### config.mk
export PLATFORM = sky130hd
export DESIGN_NAME = vsim_flit_packer
export DESIGN_NICKNAME = d
export VERILOG_FILES = /design/src/rtl/vsim_flit_packer.sv
export SDC_FILE = /design/constraint.sdc
export NUM_CORES = 1
export LEC_CHECK = 0
export ABC_CLOCK_PERIOD_IN_PS = 2300
export BUFFER_PORTS_ARGS = -buffer_cell sky130_fd_sc_hd__buf_2
export CAP_MARGIN = 10
export CELL_PAD_IN_SITES_DETAIL_PLACEMENT = 1
export CELL_PAD_IN_SITES_GLOBAL_PLACEMENT = 2
export CORE_AREA = 2 2 177 179
export CTS_CLUSTER_DIAMETER = 30
export DETAILED_ROUTE_END_ITERATION = 7
export DIE_AREA = 0 0 179 181
export PLACE_DENSITY_LB_ADDON = 0.05
export SLEW_MARGIN = 20
export SYNTH_ARGS = -nofsm -noshare
export SYNTH_HDL_FRONTEND = slang
export SYNTH_SLANG_ARGS = --single-unit
### constraint.sdc
create_clock -name CLK -period 2.3 [get_ports CLK]
set_clock_uncertainty 0.05 [all_clocks]
set_input_delay 0.345 -clock CLK [delete_from_list [all_inputs] [get_ports CLK]]
set_output_delay 0.345 -clock CLK [all_outputs]
set_load 0.02 [all_outputs]
### src/rtl/vsim_flit_packer.sv
// Packs width-bit beats into 144-bit NOCDataH flits ({data[127:0], last, bytes[14:0]}).
// Latency: flit valid the cycle after its completing beat. Backpressure: in RDY from registered state only.
// Optional VSIM_FLIT_PACKER_SKID_EN lets the accumulator fill while a flit is pending.
module vsim_flit_packer #(
    parameter int width = 32
) (
    input  logic             CLK,
    input  logic             nRST,
    input  logic             in_enq__ENA,
    input  logic [width-1:0] in_enq_v,
    input  logic             in_enq_last,
    output logic             in_enq__RDY,
    output logic             out_enq__ENA,
    output logic [143:0]     out_enq_v,
    input  logic             out_enq__RDY
);

    localparam int RATIO = 128 / width;
    localparam int CW    = $clog2(RATIO + 1);
    localparam logic [CW-1:0] CNT_FULL = CW'(RATIO);

    logic [127:0]  acc_q, acc_d, acc_w;
    logic [CW-1:0] cnt_q, cnt_d, cnt_w;
    logic          last_q, last_d, last_w;
    logic          full_q, full_d, full_w;
    logic          pend_vld_q, pend_vld_d;
    logic [143:0]  pend_q, pend_d;
    logic [14:0]   len_w;
    logic          beat_fire, drain;

`ifdef VSIM_FLIT_PACKER_SKID_EN
    assign in_enq__RDY = !(pend_vld_q && full_q);
`else
    assign in_enq__RDY = !pend_vld_q;
`endif

    assign beat_fire    = in_enq__ENA && in_enq__RDY;
    assign drain        = pend_vld_q && out_enq__RDY;
    assign out_enq__ENA = pend_vld_q;
    assign out_enq_v    = pend_q;

    always_comb begin
        acc_w = acc_q;
        for (int i = 0; i < RATIO; i++) begin
            if (beat_fire && cnt_q == CW'(i)) begin
                acc_w[i*width +: width] = in_enq_v;
            end
        end
        cnt_w  = cnt_q + CW'(beat_fire);
        last_w = last_q | (beat_fire & in_enq_last);
        // full_q only ever survives a cycle when the pending slot was blocked
        full_w = full_q | (beat_fire & ((cnt_w == CNT_FULL) | in_enq_last));
        len_w  = 15'(cnt_w) * 15'(width / 8);

        acc_d      = acc_w;
        cnt_d      = cnt_w;
        last_d     = last_w;
        full_d     = full_w;
        pend_vld_d = pend_vld_q;
        pend_d     = pend_q;

        if (drain) begin
            pend_vld_d = 1'b0;
            pend_d     = '0;
        end
        if (full_w && (!pend_vld_q || drain)) begin
            pend_vld_d = 1'b1;
            pend_d     = {acc_w, last_w, len_w};
            acc_d      = '0;
            cnt_d      = '0;
            last_d     = 1'b0;
            full_d     = 1'b0;
        end
    end

    always_ff @(posedge CLK or negedge nRST) begin
        if (!nRST) begin
            acc_q      <= '0;
            cnt_q      <= '0;
            last_q     <= 1'b0;
            full_q     <= 1'b0;
            pend_vld_q <= 1'b0;
            pend_q     <= '0;
        end else begin
            acc_q      <= acc_d;
            cnt_q      <= cnt_d;
            last_q     <= last_d;
            full_q     <= full_d;
            pend_vld_q <= pend_vld_d;
            pend_q     <= pend_d;
        end
    end

endmodule
==> results.yml <==
clock_tree:
  cts_tree: "yes"
  numClockSinks: 266
  path_clk_slew_ps: 50
  cts-root-buf: "clkbuf_16"
  htreeDepth: 2
  clk-insertion-delay-late_ps: 550
  cts_made_buffers: 56
  clockBufferDepth: 3
floorplan:
  core_sq_um: 30300
  die-height_um: 181
  dieArea_sq_um: 32400
  die_w_um: 179
  fp-row-count: 64
  io_pins: 183
  initial_utilization_pct: 33.6
route:
  drc: 0
  totalWireLength_mm: 29.2
  wl_per_cell_um: 20.7
  drtIter0Drc: 246
  dr.pass1.iters: 4
  via_per_inst: 4.95
  drtAntennaViolNets: 0
  num_vias: 6960
place:
  pre_cts_ws_ps: -79.4
  port_buffers: 170
  hpwlAfterDp_mm: 18.2
  dpl-instance-area_sq_um: 11800
  place.gp.congestion: 0.722
timing:
  max-slew-margin-rel_pct: 61.0
  fmax_mhz: 438
  post-route-period-util_pct: 99.2
  fin_ws_ps: 17.5
  drv_slew: 0
  worstMarginPinSlew_ps: 585
  setup_viol: 0
  rsz0062_at_grt: "yes"
  finalHoldViolCount: 0
  post-route-min-period_ps: 2280
layout:
  area_growth_pct: 34.9
  drive_above_1_share_pct: 32.2
  design_area_sq_um: 13800
  fin_nets: 1004
  final_util_pct: 45.3
  seq_area_sq_um: 6660
  num-fill-cells: 3167
  antenna_cells: 0
  multi_input_area_sq_um: 3250
synth:
  synth_area_leader_cell: "dfrtp_1"
  ys.flop_type: "dfrtp_1"
  synth-seq-cells: 266
  netlist_instances: 750
  synth_edf_count: 0
  synth_top_cells_by_area: "dfrtp_1 (65%), mux2i_1 (13%), o2bb2ai_1 (11%)"
  netlist-cell-type-count: 26
  synth_top_area_share_pct: 65.3
  ys_seq_area_share_pct: 65.3
  syn_avg_cell_area_sq_um: 13.6
  yosysWarningCount: 0
  async_reset_ff_share_pct: 100
  syn-cell-area_sq_um: 10200
critical_path:
  r2r-start: "out_enq__ENA"
  setup.worst_path.start_class: "flop"
  path_class: "reg -> reg"
  critPathMaxFanout: 28
  crit_required_ps: 2680
  cp_data_arrival_time_ps: 2660
  end_kind: "flop"
  cp-startpoint: "out_enq__ENA"
global_route:
  grt_max_degree: 70
  grt_pass1_vias: 7693
  grt_pass1_wl_mm: 45.2
  antenna_found_initial: 2
  overflow: 0
  grt_usage_pct: 18.0
pwr:
  clkPwrFrac_pct: 37.1
  leakage_nw: 7.10
  combPwrFrac_pct: 28.3
  seq_power_share_pct: 34.6
  finalPower_mw: 20.5
  switchingPower_mw: 7.06
  p_sw_share_pct: 34.5
  cellPowerDensity_nw_per_um2: 1490
  max-vdd-ir-drop_mv: 0.577
  power.internal_mw: 13.4
hold_path:
  hold_class: "in -> reg"
  min-delay-start: "in_enq_v[6]"
outcome:
  status: "finished, final reports clean"
job:
  maxCapViolations: 0
[final cells by class]
| class | count | area share, % |
|---|---|---|
| multi-input cells | 425 | 23.6 |
| inverters | 3 | 0.100 |
| clock inverters | 36 | 2.27 |
| clock buffers | 68 | 11.1 |
| flip-flops and latches | 266 | 48.4 |
| well taps | 396 | 3.60 |
| repair buffers | 213 | 10.9 |
[layout by cell type, fill, tap and decap left out, drive strengths merged]
master and instances:
clkinvlp 7, dfrtp 266, nor4b 1, dlygate4sd3 1, and2 2, nand2 1, a22o 2, nor2 134
nand4b 1, nand2b 2, clkinv 18, nand4 1, ha 2, o31a 1, clkbuf 71, o31ai 1
conb 12, mux2i 128, buf 209, or3 1, xnor2 1, bufinv 1, o21ai 2, nand3 1
nor4 2, o2bb2ai 130, inv 13
[stage by stage]
| stage | cells | hold slack (ps) | setup TNS, ps |
|---|---|---|---|
| 2_1_floorplan | 761 | -0.591 | 0 |
| 3_3_place_gp | 1297 | 302 | -5.84 |
| 3_5_place_dp | 1297 | 311 | -4940 |
| 4_1_cts | 1403 | 44.3 | 0 |
| 5_1_grt | 1407 | 77.0 | -2980 |
| 6_report | 1407 | 61.0 | 0 |
[state kept, by name (all words and copies together), names as in the netlist]
name          cells
last_q            1
acc_q           128
full_q            1
out_enq__ENA      1
cnt_q             3
out_enq_v       132
[worst max-delay path, cell delays in order (launching register included)]
cell and delay (ps):
dfrtp_2 410, nand2b_4 150, inv_4 50, ha_4 130, ha_4 210, nor4_4 360, buf_4 190, o21ai_4 60
buf_12 170, clkbuf_16 210, o2bb2ai_1 150
[path summary, 6_finish.rpt]
path                             endpoint  slack, ps  depth (start not counted)
setup / recovery           out_enq_v[131]         20                         10
hold / removal                  acc_q[70]         60                          3
setup reg to reg           out_enq_v[131]         20                         10
hold reg to reg             out_enq_v[94]        430                          1
max in group asynchronous    out_enq__ENA       1110                          3
min in group asynchronous   out_enq_v[88]        300                          2
[power by group through the flow]
stage | sequential [mW] | clock (mW) | combinational [mW]
final | 7.08 | 7.59 | 5.78
after global routing | 7.28 | 8.04 | 6.33
after CTS | 7.11 | 7.78 | 5.71
after detailed placement | 7.14 | 0 | 5.66
after global placement | 7.09 | 0 | 5.51
after floorplan | 7.79 | 0 | 2.78
[synthesized netlist by cell type (3+ instances only)]
library cell  instances
dfrtp_1             266
buf_6                 3
buf_4                21
nor2_1              134
mux2i_1             128
clkbuf_1             10
inv_1                 3
buf_2                33
o2bb2ai_1           130
[cells by family (layout without fill, tap and decap cells)]
| kind of cell | after synthesis | in the layout | synth area share, % |
|---|---|---|---|
| other | 1 | 12 | 0.0368 |
| buffers and inverters | 70 | 320 | 3.98 |
| adders and majority gates | 2 | 2 | 0.245 |
| and+or+nand+nor | 146 | 146 | 6.13 |
| AOI/OAI and AO/OA | 136 | 136 | 11.6 |
| DFF | 266 | 266 | 65.3 |
| xor gates and xnor gates | 1 | 1 | 0.0859 |
| muxes | 128 | 128 | 12.6 |
[routing by layer]
| metal | part of all wire [%] | up-vias | track usage (%) |
|---|---|---|---|
| met2 | 49 | 175 | 29.0 |
| li1 | - | 3102 | - |
| met1 | 44 | 3629 | 24.5 |
| met5 | 0.082 | - | 0 |
| met3 | 4.7 | 50 | 3.60 |
| met4 | 2.1 | 4 | 5.50 |
[repair_timing]
| action | in CTS | in global routing |
|---|---|---|
| hold buffers | 1 | 0 |
| endpoints found under the hold margin | 62 | 0 |
| cloned | 0 | 3 |
| pin swaps | 1 | 0 |
| setup endpoints to repair | 104 | 138 |
| gates resized for setup | 0 | 6 |
| setup buffers | 1 | 1 |
(Power assumes the default switching activity.)
